`src/rtl/lsu_pkg.sv`:
```
// Shared definitions for the load/store unit: widths, funct3 access
// types, error codes, FSM states and request legality checks.
package lsu_pkg;

   localparam int MXLEN  = 32;
   localparam int BE_W   = MXLEN / 8;
   localparam int LANE_W = $clog2(BE_W);

   localparam logic [2:0] LSU_OP_LB  = 3'b000;
   localparam logic [2:0] LSU_OP_LH  = 3'b001;
   localparam logic [2:0] LSU_OP_LW  = 3'b010;
   localparam logic [2:0] LSU_OP_LBU = 3'b100;
   localparam logic [2:0] LSU_OP_LHU = 3'b101;

   localparam logic [1:0] LSU_ERR_NONE     = 2'b00;
   localparam logic [1:0] LSU_ERR_MISALIGN = 2'b01;
   localparam logic [1:0] LSU_ERR_ILLEGAL  = 2'b10;

   typedef enum logic [1:0] {
      LSU_IDLE = 2'b00,
      LSU_MEM  = 2'b01,
      LSU_RESP = 2'b10
   } lsu_state_e;

   // Stores only know byte/half/word; loads reject the unused funct3 slots.
   function automatic logic is_illegal(input logic we, input logic [2:0] op);
      if (we)
         return (op != LSU_OP_LB) && (op != LSU_OP_LH) && (op != LSU_OP_LW);
      else
         return (op == 3'b011) || (op == 3'b110) || (op == 3'b111);
   endfunction

   // Halfwords need an even address, words need a 4-byte aligned address.
   function automatic logic is_misaligned(input logic [2:0] op, input logic [LANE_W-1:0] lane);
      case (op[1:0])
         2'b01:   return lane[0];
         2'b10:   return lane != '0;
         default: return 1'b0;
      endcase
   endfunction

endpackage

```
`src/rtl/lsu_align.sv`:
```
// Purely combinational data alignment for the load/store unit.
// The store side replicates the write data across byte lanes and builds
// byte enables; the load side extracts the addressed lane and extends it.
module lsu_align
   import lsu_pkg::*;
(
   input  logic              store_we,
   input  logic [2:0]        store_op,
   input  logic [LANE_W-1:0] store_lane,
   input  logic [MXLEN-1:0]  store_data,
   output logic [MXLEN-1:0]  store_wdata,
   output logic [BE_W-1:0]   store_be,
   input  logic [2:0]        load_op,
   input  logic [LANE_W-1:0] load_lane,
   input  logic [MXLEN-1:0]  load_word,
   output logic [MXLEN-1:0]  load_data
);

   logic [MXLEN-1:0] shifted;

   // Store formatting: replicate the data so every lane sees it, then let the byte enables pick.
   always_comb begin
      store_wdata = store_data;
      store_be    = {BE_W{1'b1}};
      if (store_we) begin
         case (store_op)
            LSU_OP_LB: begin
               store_wdata = {BE_W{store_data[7:0]}};
               store_be    = {{(BE_W-1){1'b0}}, 1'b1} << store_lane;
            end
            LSU_OP_LH: begin
               store_wdata = {(BE_W/2){store_data[15:0]}};
               store_be    = {{(BE_W-2){1'b0}}, 2'b11} << store_lane;
            end
            default: begin
               store_wdata = store_data;
               store_be    = {BE_W{1'b1}};
            end
         endcase
      end
   end

   // Load formatting: bring the addressed lane down to bit 0, then sign- or zero-extend.
   always_comb begin
      shifted = load_word >> {load_lane, 3'b000};
      case (load_op)
         LSU_OP_LB:  load_data = {{(MXLEN-8){shifted[7]}}, shifted[7:0]};
         LSU_OP_LH:  load_data = {{(MXLEN-16){shifted[15]}}, shifted[15:0]};
         LSU_OP_LBU: load_data = {{(MXLEN-8){1'b0}}, shifted[7:0]};
         LSU_OP_LHU: load_data = {{(MXLEN-16){1'b0}}, shifted[15:0]};
         default:    load_data = shifted;
      endcase
   end

endmodule

```
`src/rtl/lsu.sv`:
```
// Load/store unit: accepts one memory operation from execute, checks it,
// runs it through a req/ack data-memory handshake and returns extended
// load data to writeback. Rejected operations never reach memory.
module lsu
   import lsu_pkg::*;
(
   input  logic              clk,
   input  logic              rst_n,
   input  logic              req_valid,
   output logic              req_ready,
   input  logic [MXLEN-1:0]  req_addr,
   input  logic [MXLEN-1:0]  req_wdata,
   input  logic [2:0]        req_op,
   input  logic              req_we,
   input  logic [4:0]        req_rd,
   output logic              mem_req,
   output logic              mem_we,
   output logic [MXLEN-1:0]  mem_addr,
   output logic [MXLEN-1:0]  mem_wdata,
   output logic [BE_W-1:0]   mem_be,
   input  logic              mem_ack,
   input  logic [MXLEN-1:0]  mem_rdata,
   output logic              wb_valid,
   output logic [4:0]        wb_rd,
   output logic [MXLEN-1:0]  wb_data,
   output logic              done,
   output logic              err,
   output logic [1:0]        err_code,
   output logic [MXLEN-1:0]  err_addr
);

   lsu_state_e       state_q, state_d;

   logic [MXLEN-1:0] addr_q;
   logic [MXLEN-1:0] wdata_q;
   logic [BE_W-1:0]  be_q;
   logic             we_q;
   logic [2:0]       op_q;
   logic [4:0]       rd_q;
   logic [MXLEN-1:0] wb_data_q;
   logic             done_q;
   logic             err_q;
   logic [1:0]       err_code_q;
   logic [MXLEN-1:0] err_addr_q;

   logic             accept;
   logic             err_set;
   logic [1:0]       err_code_d;
   logic             store_done;
   logic             load_capture;

   logic [MXLEN-1:0] fmt_wdata;
   logic [BE_W-1:0]  fmt_be;
   logic [MXLEN-1:0] fmt_load;

   logic             in_mem;
   logic             in_resp;

   // Store side formats the incoming request; load side works on the registered op and lane.
   lsu_align u_align (
      .store_we    (req_we),
      .store_op    (req_op),
      .store_lane  (req_addr[LANE_W-1:0]),
      .store_data  (req_wdata),
      .store_wdata (fmt_wdata),
      .store_be    (fmt_be),
      .load_op     (op_q),
      .load_lane   (addr_q[LANE_W-1:0]),
      .load_word   (mem_rdata),
      .load_data   (fmt_load)
   );

   // Next-state logic: check requests in IDLE, wait for ack in MEM, pulse writeback in RESP.
   always_comb begin
      state_d      = state_q;
      accept       = 1'b0;
      err_set      = 1'b0;
      err_code_d   = LSU_ERR_NONE;
      store_done   = 1'b0;
      load_capture = 1'b0;
      case (state_q)
         LSU_IDLE: begin
            if (req_valid) begin
               if (is_illegal(req_we, req_op)) begin
                  err_set    = 1'b1;
                  err_code_d = LSU_ERR_ILLEGAL;
               end else if (is_misaligned(req_op, req_addr[LANE_W-1:0])) begin
                  err_set    = 1'b1;
                  err_code_d = LSU_ERR_MISALIGN;
               end else begin
                  accept  = 1'b1;
                  state_d = LSU_MEM;
               end
            end
         end
         LSU_MEM: begin
            if (mem_ack) begin
               if (we_q) begin
                  store_done = 1'b1;
                  state_d    = LSU_IDLE;
               end else begin
                  load_capture = 1'b1;
                  state_d      = LSU_RESP;
               end
            end
         end
         LSU_RESP: state_d = LSU_IDLE;
         default:  state_d = LSU_IDLE;
      endcase
   end

   // State register; reset drops the FSM to IDLE at once, which also kills mem_req.
   always_ff @(posedge clk or negedge rst_n) begin
      if (!rst_n)
         state_q <= LSU_IDLE;
      else
         state_q <= state_d;
   end

   // Capture the formatted transaction on accept so mem_* stay stable for the whole MEM phase.
   always_ff @(posedge clk or negedge rst_n) begin
      if (!rst_n) begin
         addr_q  <= '0;
         wdata_q <= '0;
         be_q    <= '0;
         we_q    <= 1'b0;
         op_q    <= 3'b000;
         rd_q    <= 5'd0;
      end else if (accept) begin
         addr_q  <= req_addr;
         wdata_q <= fmt_wdata;
         be_q    <= fmt_be;
         we_q    <= req_we;
         op_q    <= req_op;
         rd_q    <= req_rd;
      end
   end

   // Load result register; it keeps its value between writeback pulses.
   always_ff @(posedge clk or negedge rst_n) begin
      if (!rst_n)
         wb_data_q <= '0;
      else if (load_capture)
         wb_data_q <= fmt_load;
   end

   // Completion and error pulses for rejected requests and finished stores.
   always_ff @(posedge clk or negedge rst_n) begin
      if (!rst_n) begin
         done_q     <= 1'b0;
         err_q      <= 1'b0;
         err_code_q <= LSU_ERR_NONE;
         err_addr_q <= '0;
      end else begin
         done_q <= err_set | store_done;
         err_q  <= err_set;
         if (err_set) begin
            err_code_q <= err_code_d;
            err_addr_q <= req_addr;
         end else begin
            err_code_q <= LSU_ERR_NONE;
            err_addr_q <= '0;
         end
      end
   end

   // Output decode; memory signals are only driven while a transaction is outstanding.
   always_comb begin
      in_mem    = (state_q == LSU_MEM);
      in_resp   = (state_q == LSU_RESP);
      req_ready = rst_n && (state_q == LSU_IDLE);
      mem_req   = in_mem;
      mem_we    = in_mem && we_q;
      mem_addr  = in_mem ? {addr_q[MXLEN-1:LANE_W], {LANE_W{1'b0}}} : '0;
      mem_wdata = in_mem ? wdata_q : '0;
      mem_be    = in_mem ? be_q : '0;
      wb_valid  = in_resp;
      wb_rd     = in_resp ? rd_q : 5'd0;
      wb_data   = wb_data_q;
      done      = done_q || in_resp;
      err       = err_q;
      err_code  = err_code_q;
      err_addr  = err_addr_q;
   end

endmodule

```
`config.mk`:
```
export PLATFORM = sky130hd
export DESIGN_NAME = lsu
export DESIGN_NICKNAME = d
export VERILOG_FILES = /design/src/rtl/lsu_pkg.sv /design/src/rtl/lsu_align.sv /design/src/rtl/lsu.sv
export SDC_FILE = /design/constraint.sdc
export NUM_CORES = 1
export LEC_CHECK = 0
export ABC_AREA = 1
export CAP_MARGIN = 5
export CORE_MARGIN = 2
export CORE_UTILIZATION = 41
export CTS_CLUSTER_DIAMETER = 200
export DETAILED_ROUTE_END_ITERATION = 8
export PLACE_DENSITY = 0.84
export SYNTH_ARGS = -nofsm -noshare
export SYNTH_HDL_FRONTEND = slang
export SYNTH_SLANG_ARGS = --single-unit
```
`constraint.sdc`:
```
create_clock -name clk -period 1.4 [get_ports clk]
set_clock_uncertainty 0.05 [all_clocks]
set_input_delay 0.21 -clock clk [delete_from_list [all_inputs] [get_ports clk]]
set_output_delay 0.21 -clock clk [all_outputs]
set_load 0.02 [all_outputs]
```
==> impl_metrics.xml, run 1 <==
<?xml version="1.0" encoding="UTF-8"?>
<metrics>
  <group name="synth">
    <metric name="avgSynthCellArea" unit="um^2">7.474</metric>
    <metric name="muxShareOfSynthArea" unit="">0</metric>
    <metric name="synth_fa_ha_area_frac" unit="">0.008559</metric>
    <metric name="synthCells" unit="">978</metric>
    <metric name="share_of_synthesized_registers_carrying_an_async_set_or_reset" unit="">1.000</metric>
    <metric name="number_of_enable_flip_flop_cells_after_synthesis" unit="">0</metric>
    <metric name="yosys-top-cells-area" unit="">sky130_fd_sc_hd__dfrtp_1 50%, sky130_fd_sc_hd__nand2_1 15%, sky130_fd_sc_hd__inv_1 7.4%</metric>
    <metric name="yosysSeqAreaShare" unit="">0.5033</metric>
    <metric name="synth_top_family_by_area" unit="">simple AND/OR/NAND/NOR gates</metric>
    <metric name="synth_top_area_frac" unit="">0.5033</metric>
    <metric name="synthSimpleGateAreaFrac" unit="">0.3062</metric>
    <metric name="synth_cell_type_count" unit="">28</metric>
    <metric name="post_synth_xor_area_fraction" unit="">0</metric>
    <metric name="cell_taking_the_most_area_after_synthesis" unit="">sky130_fd_sc_hd__dfrtp_1</metric>
    <metric name="yosys_register_bits" unit="">147</metric>
    <metric name="synth_top_flop_cell" unit="">sky130_fd_sc_hd__dfrtp_1</metric>
    <metric name="yosysWarnings" unit="">0</metric>
    <metric name="synth-compound-area-share" unit="">0.06299</metric>
    <metric name="mappedNetlistArea" unit="um^2">7310</metric>
  </group>
  <group name="critical_path">
    <metric name="worstSetupEndpointType" unit="">output port</metric>
    <metric name="r2r_setup_slack" unit="ps">-370</metric>
    <metric name="path_class" unit="">reg2out</metric>
    <metric name="startpoint_type" unit="">flip-flop</metric>
    <metric name="path_max_fanout" unit="">5</metric>
    <metric name="worst_ep_arrival_time" unit="ps">1710</metric>
    <metric name="worstPathRequired" unit="ps">1140</metric>
  </group>
  <group name="cells_and_area">
    <metric name="fraction_of_layout_instances_using_a_drive_strength_above_1" unit="">0.2702</metric>
    <metric name="mostFrequentLayoutCell" unit="">sky130_fd_sc_hd__nand2_1</metric>
    <metric name="layout.cells.most_common_list" unit="">286 x sky130_fd_sc_hd__nand2_1, 145 x sky130_fd_sc_hd__dfrtp_1, 136 x sky130_fd_sc_hd__inv_1</metric>
    <metric name="fin_util" unit="">0.7176</metric>
    <metric name="flow.area_growth_from_synthesis" unit="%">70.39</metric>
    <metric name="finalNetCount" unit="">1426</metric>
  </group>
  <group name="placed_design">
    <metric name="pre_cts_slack" unit="ps">-840.0</metric>
    <metric name="routabilityCongestion" unit="">0.9192</metric>
    <metric name="place.port_buffers" unit="">251</metric>
    <metric name="dp.final_hpwl" unit="um">16130</metric>
  </group>
  <group name="cts">
    <metric name="cell_at_the_root_of_the_clock_tree" unit="">sky130_fd_sc_hd__clkbuf_16</metric>
    <metric name="clk_pin_slew_worst_paths" unit="ps">80</metric>
    <metric name="clock_tree_from_tritoncts" unit="">built</metric>
    <metric name="cts_buffers" unit="">17</metric>
    <metric name="tritoncts_num_sinks" unit="">147</metric>
    <metric name="worstSkewPairLatency" unit="ps">420</metric>
    <metric name="htreeDepth" unit="">4</metric>
    <metric name="cts_buffer_depth" unit="">2</metric>
  </group>
  <group name="power">
    <metric name="overall_power" unit="W">0.01981</metric>
    <metric name="p_leak" unit="nW">6.448</metric>
    <metric name="power.ir.vdd_worst" unit="mV">1.024</metric>
    <metric name="power_density" unit="nW/um^2">1591</metric>
  </group>
  <group name="detailed_routing">
    <metric name="vias" unit="">7830</metric>
    <metric name="remaining_drc_errors" unit="">0</metric>
    <metric name="route.final.wire_length" unit="um">26460</metric>
    <metric name="drtIter0Drc" unit="">491</metric>
    <metric name="routed_wire_length_per_instance" unit="um">17.06</metric>
    <metric name="viasPerCell" unit="">5.048</metric>
    <metric name="drt_pre_antenna_iters" unit="">5</metric>
    <metric name="number_of_routed_nets_with_antenna_violations" unit="">0</metric>
  </group>
  <group name="global_route">
    <metric name="grt_use_total" unit="">0.2512</metric>
    <metric name="grt_first_pass_wirelength" unit="um">36670</metric>
    <metric name="largest_net_degree_at_the_start_of_global_routing" unit="">96</metric>
    <metric name="vias_in_the_first_global_route" unit="">7284</metric>
    <metric name="grt_antenna_before_repair" unit="">1</metric>
    <metric name="global_route_overflow" unit="">0</metric>
  </group>
  <group name="min_path">
    <metric name="worst_min_path_class" unit="">in2reg</metric>
  </group>
  <group name="die">
    <metric name="dieHeight" unit="um">137.5</metric>
    <metric name="floorplan.die_area" unit="um^2">18910</metric>
    <metric name="row_count" unit="">48</metric>
    <metric name="boundaryPins" unit="">254</metric>
    <metric name="dieWidth" unit="um">137.5</metric>
    <metric name="start_util" unit="">0.4211</metric>
    <metric name="coreArea" unit="um^2">17360</metric>
  </group>
  <group name="sta">
    <metric name="fin_ws" unit="ps">-566.2</metric>
    <metric name="unrepaired_setup_endpoints_after_global_routing" unit="">true</metric>
    <metric name="setup_viol_count_final" unit="">246</metric>
    <metric name="relSlewSlack" unit="">0.5747</metric>
    <metric name="final.period_utilization" unit="">1.404</metric>
    <metric name="total_count_of_max_transition_violations_in_the_final_report" unit="">0</metric>
    <metric name="fmax" unit="MHz">508.6</metric>
    <metric name="timing_worst_slew_pin_value" unit="ps">637.9</metric>
    <metric name="finalWorstPathRequiredPeriod" unit="ps">1966</metric>
    <metric name="tns" unit="ps">-71480</metric>
    <metric name="hold_fails_final_rpt" unit="">0</metric>
  </group>
  <group name="run_status">
    <metric name="violations" unit="">negative setup slack</metric>
    <metric name="run_status" unit="">complete, but fails checks</metric>
  </group>
  <group name="job">
    <metric name="max-cap-violations" unit="">0</metric>
  </group>
</metrics>
worst max-delay path, stage by stage, from the launching register on:
cell                       delay, ps
sky130_fd_sc_hd__dfrtp_1         430
sky130_fd_sc_hd__nor2_4          170
sky130_fd_sc_hd__clkinv_4        110
sky130_fd_sc_hd__buf_12          160
sky130_fd_sc_hd__buf_16          150
sky130_fd_sc_hd__nor2_4          120
sky130_fd_sc_hd__buf_6           130
metrics by stage:
| step | hold WS, ps | std cells | area (um^2) |
|---|---|---|---|
| floorplan | -135.6 | 979 | 7518 |
| global placement | 350.0 | 1476 | 10660 |
| detailed placement | 347.4 | 1476 | 10660 |
| CTS | 251.7 | 1522 | 11530 |
| global route | 271.6 | 1551 | 12450 |
| finish | 262.1 | 1551 | 12450 |
synthesized netlist by cell type (4+ instances only):
| cell | instances |
|---|---|
| sky130_fd_sc_hd__buf_2 | 21 |
| sky130_fd_sc_hd__dfrtp_1 | 147 |
| sky130_fd_sc_hd__nor2_1 | 134 |
| sky130_fd_sc_hd__nand4_1 | 8 |
| sky130_fd_sc_hd__o211ai_1 | 7 |
| sky130_fd_sc_hd__a21oi_1 | 10 |
| sky130_fd_sc_hd__ha_1 | 5 |
| sky130_fd_sc_hd__nand2_1 | 294 |
| sky130_fd_sc_hd__nor2_2 | 6 |
| sky130_fd_sc_hd__buf_4 | 8 |
| sky130_fd_sc_hd__inv_1 | 145 |
| sky130_fd_sc_hd__clkbuf_1 | 13 |
| sky130_fd_sc_hd__o21ai_1 | 23 |
| sky130_fd_sc_hd__nand2_2 | 4 |
| sky130_fd_sc_hd__or2_2 | 24 |
| sky130_fd_sc_hd__nand3_1 | 59 |
| sky130_fd_sc_hd__o21ai_0 | 47 |
| sky130_fd_sc_hd__buf_6 | 7 |
flip-flops by register name, summed over array words and instances (netlist names):
| register | count |
|---|---|
| wdata_q | 32 |
| rd_q | 5 |
| we_q | 1 |
| done_q | 1 |
| op_q | 3 |
| addr_q | 32 |
| wb_data | 32 |
| be_q | 4 |
| err_addr | 32 |
| state_q | 2 |
| err_code | 2 |
| err | 1 |
layout make-up:
class / count / area, um^2
clock buffer: 17 / 425.4
fill: 1236 / 4902
clock inverter: 15 / 160.2
multi-input combinational: 633 / 3314
antenna: 1 / 2.502
tap: 225 / 281.5
sequential: 147 / 3681
inverter: 148 / 588.1
timing repair buffer: 365 / 4001
where the power goes:
part           switching, W  total [W]  internal, W
Sequential         0.000743    0.00633      0.00559
Clock               0.00213    0.00452      0.00239
Combinational       0.00495    0.00896      0.00401
routing by layer:
metal | up-vias | wire, um | track usage
met5 | - | 0 | 0
met4 | 0 | 1127 | 0.09622
met3 | 88 | 2304 | 0.06291
met2 | 432 | 13180 | 0.4303
met1 | 3681 | 9846 | 0.3046
li1 | 3629 | - | -
kinds of logic after synthesis:
family	after synthesis
other cells	1
simple gates	536
fa+ha+maj	5
compound gates	88
flops	147
buf+inv	201
worst paths after layout:
path                         startpoint             to  cells past startpoint
min in group asynchronous         rst_n     wb_data[1]                      4
hold reg to reg              wb_data[4]     wb_data[4]                      2
hold / removal             req_addr[10]   err_addr[10]                      3
max in group asynchronous         rst_n      addr_q[4]                      4
setup reg to reg             state_q[1]    wdata_q[31]                     10
setup / recovery             state_q[1]  mem_wdata[18]                      6
what timing repair did:
action,CTS,global route
pin swaps,4,21
resized for setup,505,154
setup buffers,5,10
endpoints found under the setup margin,282,277
endpoints found under the hold margin,147,0
hold buffers,1,0
cloned,8,18
No activity file was read; power rests on OpenSTA's default activity.
==> run 2, diff against run 1 <==
Settings changed: GPL_ROUTABILITY_DRIVEN set to 0, TNS_END_PERCENT set to 20.
==> run 2 against run 1 <==
  * The run still ends with negative setup slack left
  * Count of clock-buffer cells in the layout rose by 1
  * Hold slack improved by 9.2 ps
  * Fmax rose by 5.9%
  * Sequential power fell by 0.6%
  * Non-clock buffer count fell by 30
  * Critical path type unchanged
  * Critical endpoint is now mem_wdata[16]
  * Largest power group unchanged
==> impl_metrics.xml, run 2 (synthesis gave the netlist of run 1 again) <==
<?xml version="1.0" encoding="UTF-8"?>
<metrics>
  <group name="cts">
    <metric name="cell_at_the_root_of_the_clock_tree" unit="">sky130_fd_sc_hd__clkbuf_16</metric>
    <metric name="htreeDepth" unit="">4</metric>
    <metric name="clk_pin_slew_worst_paths" unit="ps">70</metric>
    <metric name="tritoncts_num_sinks" unit="">147</metric>
    <metric name="cts_buffers" unit="">17</metric>
    <metric name="clock_tree_from_tritoncts" unit="">built</metric>
    <metric name="cts_buffer_depth" unit="">2</metric>
    <metric name="worstSkewPairLatency" unit="ps">420</metric>
  </group>
  <group name="cells_and_area">
    <metric name="mostFrequentLayoutCell" unit="">sky130_fd_sc_hd__nand2_1</metric>
    <metric name="finalNetCount" unit="">1395</metric>
    <metric name="num-fill-cells" unit="">1361</metric>
    <metric name="layout.cells.most_common_list" unit="">285 x sky130_fd_sc_hd__nand2_1, 146 x sky130_fd_sc_hd__dfrtp_1, 139 x sky130_fd_sc_hd__inv_1</metric>
    <metric name="antenna_cells" unit="">0</metric>
    <metric name="fin_util" unit="">0.6826</metric>
    <metric name="flow.area_growth_from_synthesis" unit="%">62.08</metric>
    <metric name="fraction_of_layout_instances_using_a_drive_strength_above_1" unit="">0.2658</metric>
  </group>
  <group name="global_route">
    <metric name="global_route_overflow" unit="">0</metric>
    <metric name="largest_net_degree_at_the_start_of_global_routing" unit="">87</metric>
    <metric name="vias_in_the_first_global_route" unit="">7087</metric>
    <metric name="grt_use_total" unit="">0.2415</metric>
    <metric name="grt_antenna_before_repair" unit="">0</metric>
    <metric name="grt_first_pass_wirelength" unit="um">35010</metric>
  </group>
  <group name="critical_path">
    <metric name="r2r_setup_slack" unit="ps">-220</metric>
    <metric name="startpoint_type" unit="">flip-flop</metric>
    <metric name="rr_worst_depth" unit="">10</metric>
    <metric name="regToRegStartpoint" unit="">state_q[0]</metric>
    <metric name="rr_endpoint" unit="">wb_data[23]</metric>
    <metric name="worstPathRequired" unit="ps">1140</metric>
    <metric name="worst_ep_arrival_time" unit="ps">1600</metric>
    <metric name="path_max_fanout" unit="">6</metric>
    <metric name="worstSetupEndpointType" unit="">output port</metric>
    <metric name="path_class" unit="">reg2out</metric>
  </group>
  <group name="placed_design">
    <metric name="pre_cts_slack" unit="ps">-709.5</metric>
    <metric name="place.port_buffers" unit="">251</metric>
    <metric name="dp.final_hpwl" unit="um">15930</metric>
  </group>
  <group name="sta">
    <metric name="relSlewSlack" unit="">0.4956</metric>
    <metric name="finalHoldWorstSlack" unit="ps">271.3</metric>
    <metric name="hold_fails_final_rpt" unit="">0</metric>
    <metric name="final.period_utilization" unit="">1.326</metric>
    <metric name="total_count_of_max_transition_violations_in_the_final_report" unit="">0</metric>
    <metric name="unrepaired_setup_endpoints_after_global_routing" unit="">true</metric>
    <metric name="finalWorstPathRequiredPeriod" unit="ps">1856</metric>
    <metric name="timing_worst_slew_pin_value" unit="ps">756.7</metric>
    <metric name="setup_viol_count_final" unit="">220</metric>
    <metric name="fmax" unit="MHz">538.7</metric>
    <metric name="fin_ws" unit="ps">-456.5</metric>
    <metric name="tns" unit="ps">-52490</metric>
  </group>
  <group name="power">
    <metric name="p_leak" unit="nW">6.322</metric>
    <metric name="power_density" unit="nW/um^2">1608</metric>
    <metric name="power.ir.vdd_worst" unit="mV">1.184</metric>
  </group>
  <group name="die">
    <metric name="dieWidth" unit="um">137.5</metric>
    <metric name="start_util" unit="">0.4211</metric>
    <metric name="dieHeight" unit="um">137.5</metric>
    <metric name="floorplan.die_area" unit="um^2">18910</metric>
    <metric name="boundaryPins" unit="">254</metric>
    <metric name="row_count" unit="">48</metric>
    <metric name="coreArea" unit="um^2">17360</metric>
  </group>
  <group name="job">
    <metric name="max-cap-violations" unit="">0</metric>
  </group>
  <group name="detailed_routing">
    <metric name="routed_wire_length_per_instance" unit="um">15.63</metric>
    <metric name="drtIter0Drc" unit="">363</metric>
    <metric name="number_of_routed_nets_with_antenna_violations" unit="">0</metric>
    <metric name="route.final.wire_length" unit="um">23750</metric>
    <metric name="remaining_drc_errors" unit="">0</metric>
    <metric name="drt_pre_antenna_iters" unit="">5</metric>
    <metric name="viasPerCell" unit="">4.922</metric>
    <metric name="vias" unit="">7476</metric>
  </group>
  <group name="min_path">
    <metric name="hold_path_end" unit="">err_addr[3]</metric>
    <metric name="timing.hold.worst.start" unit="">req_addr[3]</metric>
    <metric name="worstHoldPathCells" unit="">3</metric>
    <metric name="worst_min_path_class" unit="">in2reg</metric>
  </group>
  <group name="run_status">
    <metric name="run_status" unit="">complete, but fails checks</metric>
    <metric name="violations" unit="">negative setup slack</metric>
  </group>
</metrics>
==> run 2: worst max path at each step <==
stage,from,to,slack (ps),cells past startpoint
finish,state_q[1],mem_wdata[16],-460,6
global route,state_q[1],mem_addr[18],-530,6
CTS,state_q[0],mem_addr[8],-560,6
detailed placement,req_op[0],addr_q[9],-710,10
global placement,req_op[0],addr_q[1],-640,10
floorplan,req_op[0],be_q[2],-50,11
==> run 2: routing by layer <==
layer	global-route usage	share of wire
met3	0.06365	0.087
met1	0.2970	0.38
met4	0.09851	0.035
met2	0.4035	0.49
met5	0	0
==> run 2: critical path, cell delays in order, from the launching register on <==
cell,delay [ps]
sky130_fd_sc_hd__dfrtp_1,420
sky130_fd_sc_hd__nor2_4,150
sky130_fd_sc_hd__buf_12,140
sky130_fd_sc_hd__inv_12,50
sky130_fd_sc_hd__clkbuf_16,180
sky130_fd_sc_hd__nor2_4,110
sky130_fd_sc_hd__buf_6,120
==> run 2: report_power, final <==
group / switching [W] / internal [W]
sequential: 0.000700 / 0.00559
combinational: 0.00474 / 0.00358
clock: 0.00204 / 0.00240
==> run 2: what timing repair did <==
action | in CTS | in global routing
setup endpoints to repair | 279 | 280
resized for setup | 494 | 217
hold endpoints to repair | 86 | 0
hold buffers | 1 | 0
cloned | 2 | 7
setup buffers | 0 | 1
pin swaps | 4 | 11
==> run 2: final cells by class <==
type	instances	area [um^2]	share of cell area
Tap cell	225	281.5	0.02376
Sequential cell	147	3680	0.3106
Clock inverter	14	135.1	0.01141
Clock buffer	18	439.2	0.03707
Inverter	148	573.1	0.04837
Timing Repair Buffer	335	3445	0.2907
Multi-Input combinational cell	631	3286	0.2773
Timing Repair inverter	1	8.758	0.0007393
==> run 2: per-stage QoR <==
step,cells,cell area (um^2),total power (W)
after detailed placement,1476,10640,0.01392
after global routing,1519,11850,0.02023
after CTS,1511,11230,0.01826
after floorplan,979,7476,0.01050
after global placement,1476,10640,0.01368
final,1519,11850,0.01905
==> run 3, diff against run 2 <==
Settings changed: CORE_UTILIZATION 41 to 42, PLACE_DENSITY 0.84 to unset, PLACE_DENSITY_LB_ADDON set to 0.3, SLEW_MARGIN set to 40, SYNTH_HIERARCHICAL set to 1.
==> run 3 against run 2 <==
  * The run still ends with negative setup slack left
  * Sequential share of layout area down 0.47 points
  * Global-route usage up 0.42 points
  * Area after synthesis up 5.3%
  * Critical path depth up 1
  * Power up 0.20%
  * Clock power up 8.8%
  * Fmax down 2.2%
  * Sequential power down 1%
  * Count of clock-buffer cells in the layout up 4
  * Synthesized cell count up 6.5%
  * Hold slack worse by 29 ps
  * Non-clock buffer count down 7
  * Critical path type unchanged
  * Largest cell class unchanged
  * Highest routed layer unchanged
==> impl_metrics.xml, run 3 <==
<?xml version="1.0" encoding="UTF-8"?>
<metrics>
  <group name="cts">
    <metric name="clock_tree_from_tritoncts" unit="">built</metric>
    <metric name="worstSkewPairLatency" unit="ps">430</metric>
    <metric name="cts_buffer_depth" unit="">2</metric>
    <metric name="tritoncts_num_sinks" unit="">147</metric>
    <metric name="cts_buffers" unit="">17</metric>
    <metric name="cell_at_the_root_of_the_clock_tree" unit="">sky130_fd_sc_hd__clkbuf_16</metric>
    <metric name="clk_pin_slew_worst_paths" unit="ps">60</metric>
    <metric name="htreeDepth" unit="">4</metric>
  </group>
  <group name="synth">
    <metric name="yosysSeqAreaShare" unit="">0.4778</metric>
    <metric name="yosys-top-cells-area" unit="">sky130_fd_sc_hd__dfrtp_1 48%, sky130_fd_sc_hd__nand2_1 18%, sky130_fd_sc_hd__nand3_1 6.7%</metric>
    <metric name="cell_taking_the_most_area_after_synthesis" unit="">sky130_fd_sc_hd__dfrtp_1</metric>
    <metric name="yosys_register_bits" unit="">147</metric>
    <metric name="synth_top_area_frac" unit="">0.4778</metric>
    <metric name="synth_cell_type_count" unit="">30</metric>
    <metric name="share_of_synthesized_registers_carrying_an_async_set_or_reset" unit="">1.000</metric>
    <metric name="synth.most_common_cell" unit="">sky130_fd_sc_hd__nand2_1</metric>
    <metric name="synth_top_flop_cell" unit="">sky130_fd_sc_hd__dfrtp_1</metric>
    <metric name="number_of_enable_flip_flop_cells_after_synthesis" unit="">0</metric>
    <metric name="avgSynthCellArea" unit="um^2">7.388</metric>
    <metric name="mappedNetlistArea" unit="um^2">7699</metric>
    <metric name="yosysWarnings" unit="">6</metric>
    <metric name="synthCells" unit="">1042</metric>
    <metric name="netlist_top_cells_count" unit="">379 x sky130_fd_sc_hd__nand2_1, 147 x sky130_fd_sc_hd__dfrtp_1, 131 x sky130_fd_sc_hd__inv_1</metric>
  </group>
  <group name="die">
    <metric name="dieWidth" unit="um">139.4</metric>
    <metric name="boundaryPins" unit="">254</metric>
    <metric name="row_count" unit="">49</metric>
    <metric name="coreArea" unit="um^2">17960</metric>
    <metric name="dieHeight" unit="um">139.4</metric>
    <metric name="floorplan.die_area" unit="um^2">19430</metric>
    <metric name="start_util" unit="">0.4286</metric>
  </group>
  <group name="detailed_routing">
    <metric name="remaining_drc_errors" unit="">0</metric>
    <metric name="vias" unit="">7690</metric>
    <metric name="drtIter0Drc" unit="">546</metric>
    <metric name="drt_pre_antenna_iters" unit="">6</metric>
    <metric name="route.final.wire_length" unit="um">24100</metric>
    <metric name="number_of_routed_nets_with_antenna_violations" unit="">0</metric>
    <metric name="routed_wire_length_per_instance" unit="um">15.39</metric>
    <metric name="viasPerCell" unit="">4.911</metric>
  </group>
  <group name="cells_and_area">
    <metric name="stdcell_area" unit="um^2">12030</metric>
    <metric name="flow.area_growth_from_synthesis" unit="%">56.27</metric>
    <metric name="fraction_of_layout_instances_using_a_drive_strength_above_1" unit="">0.2403</metric>
    <metric name="layout.cells.most_common_list" unit="">373 x sky130_fd_sc_hd__nand2_1, 146 x sky130_fd_sc_hd__dfrtp_1, 129 x sky130_fd_sc_hd__inv_1</metric>
    <metric name="mostFrequentLayoutCell" unit="">sky130_fd_sc_hd__nand2_1</metric>
    <metric name="fin_util" unit="">0.6697</metric>
    <metric name="num-fill-cells" unit="">1490</metric>
    <metric name="finalNetCount" unit="">1437</metric>
  </group>
  <group name="placed_design">
    <metric name="place.port_buffers" unit="">251</metric>
    <metric name="placement.cell_area" unit="um^2">10930</metric>
    <metric name="dp.final_hpwl" unit="um">16590</metric>
    <metric name="pre_cts_slack" unit="ps">-761.1</metric>
  </group>
  <group name="critical_path">
    <metric name="worstSetupEndpointType" unit="">output port</metric>
    <metric name="r2r_setup_slack" unit="ps">-250</metric>
    <metric name="rr_worst_depth" unit="">8</metric>
    <metric name="startpoint_type" unit="">flip-flop</metric>
    <metric name="worstPathCellList" unit="">inv_2 -&gt; nor2_4 -&gt; inv_8 -&gt; buf_6 -&gt; buf_16 -&gt; nor2_4 -&gt; buf_6</metric>
    <metric name="rr_endpoint" unit="">addr_q[28]</metric>
    <metric name="regToRegStartpoint" unit="">state_q[1]</metric>
    <metric name="path_class" unit="">reg2out</metric>
    <metric name="path_max_fanout" unit="">8</metric>
    <metric name="critical_path.max_stage_delay" unit="ps">360</metric>
    <metric name="worstPathRequired" unit="ps">1140</metric>
    <metric name="cp_slowest_cell" unit="">sky130_fd_sc_hd__dfrtp_1</metric>
    <metric name="worst_ep_arrival_time" unit="ps">1640</metric>
  </group>
  <group name="sta">
    <metric name="final.period_utilization" unit="">1.356</metric>
    <metric name="hold_fails_final_rpt" unit="">0</metric>
    <metric name="finalWorstPathRequiredPeriod" unit="ps">1899</metric>
    <metric name="setup_viol_count_final" unit="">189</metric>
    <metric name="total_count_of_max_transition_violations_in_the_final_report" unit="">0</metric>
    <metric name="fmax" unit="MHz">526.7</metric>
    <metric name="unrepaired_setup_endpoints_after_global_routing" unit="">true</metric>
    <metric name="tns" unit="ps">-48820</metric>
    <metric name="finalHoldWorstSlack" unit="ps">242.3</metric>
    <metric name="fin_ws" unit="ps">-498.7</metric>
  </group>
  <group name="global_route">
    <metric name="vias_in_the_first_global_route" unit="">7440</metric>
    <metric name="grt_antenna_before_repair" unit="">1</metric>
    <metric name="grt_first_pass_wirelength" unit="um">38110</metric>
    <metric name="largest_net_degree_at_the_start_of_global_routing" unit="">77</metric>
    <metric name="grt_use_total" unit="">0.2457</metric>
    <metric name="global_route_overflow" unit="">0</metric>
  </group>
  <group name="power">
    <metric name="power_density" unit="nW/um^2">1587</metric>
    <metric name="p_leak" unit="nW">6.394</metric>
    <metric name="power.ir.vdd_worst" unit="mV">0.9823</metric>
  </group>
  <group name="run_status">
    <metric name="run_status" unit="">complete, but fails checks</metric>
    <metric name="violations" unit="">negative setup slack</metric>
  </group>
  <group name="min_path">
    <metric name="timing.hold.worst.start" unit="">req_op[0]</metric>
    <metric name="worstHoldPathCells" unit="">4</metric>
    <metric name="hold_path_end" unit="">op_q[0]</metric>
    <metric name="worst_min_path_class" unit="">in2reg</metric>
  </group>
  <group name="job">
    <metric name="max-cap-violations" unit="">0</metric>
  </group>
</metrics>
## run 3: cell families (layout without fill, tap and decap cells)
group | Yosys count | count (layout) | synth area share
other | 1 | 3 | 0.0004871
DFF | 147 | 147 | 0.4778
buffers and inverters | 206 | 499 | 0.1237
AOI/OAI and AO/OA | 48 | 48 | 0.03852
and+or+nand+nor | 635 | 635 | 0.3514
adders and majority gates | 5 | 5 | 0.008126
## run 3: how the worst max path moves through the flow
stage / start / end / slack [ps] / depth (start not counted)
after floorplan: state_q[0] / mem_addr[10] / -70 / 5
after global placement: req_op[0] / wdata_q[9] / -700 / 10
after detailed placement: req_op[0] / err_addr[14] / -760 / 10
after CTS: state_q[1] / mem_addr[21] / -580 / 6
after global routing: state_q[0] / mem_we / -560 / 7
final: state_q[0] / mem_we / -500 / 7
## run 3: what timing repair did
item | 4_1_cts | 5_1_grt
pin swaps | 3 | 9
gates cloned | 3 | 2
gates resized for setup | 513 | 160
setup endpoints to repair | 261 | 264
buffers inserted | 2 | 4
hold endpoints to repair | 24 | 0
hold buffers | 1 | 0
## run 3: worst max-delay path, delay by kind of cell, from the launching register on
| family | cells | cell delay, ps |
|---|---|---|
| buffers and inverters | 5 | 560 |
| DFF | 1 | 360 |
| and+or+nand+nor | 2 | 280 |
## run 3: power breakdown
group | switching (W) | leakage (nW) | total [W] | internal (W)
sequential | 0.000709 | 1.88 | 0.00621 | 0.00550
clock | 0.00183 | 0.303 | 0.00484 | 0.00301
combinational | 0.00473 | 4.21 | 0.00804 | 0.00331
## run 3: cell type report
type | count | area, um^2 | share of cell area
Inverter | 139 | 544.3 | 0.04524
Sequential cell | 147 | 3680 | 0.3059
Antenna cell | 1 | 2.502 | 0.0002080
Tap cell | 229 | 286.5 | 0.02382
Clock buffer | 22 | 484.2 | 0.04025
Clock inverter | 10 | 145.1 | 0.01206
Multi-Input combinational cell | 690 | 3542 | 0.2944
Timing Repair Buffer | 328 | 3346 | 0.2781
## run 3: stage by stage
stage / std cells / power (W)
2_1_floorplan: 1043 / 0.01066
3_3_place_gp: 1523 / 0.01371
3_5_place_dp: 1523 / 0.01387
4_1_cts: 1561 / 0.01875
5_1_grt: 1566 / 0.02020
6_report: 1566 / 0.01909
## run 3: routing by layer
layer	GRT usage	wire [um]	up-vias
met5	0	0	-
met4	0.08559	473	0
met3	0.05712	1587	36
met2	0.4061	12100	301
met1	0.3181	9941	3637
li1	-	-	3716
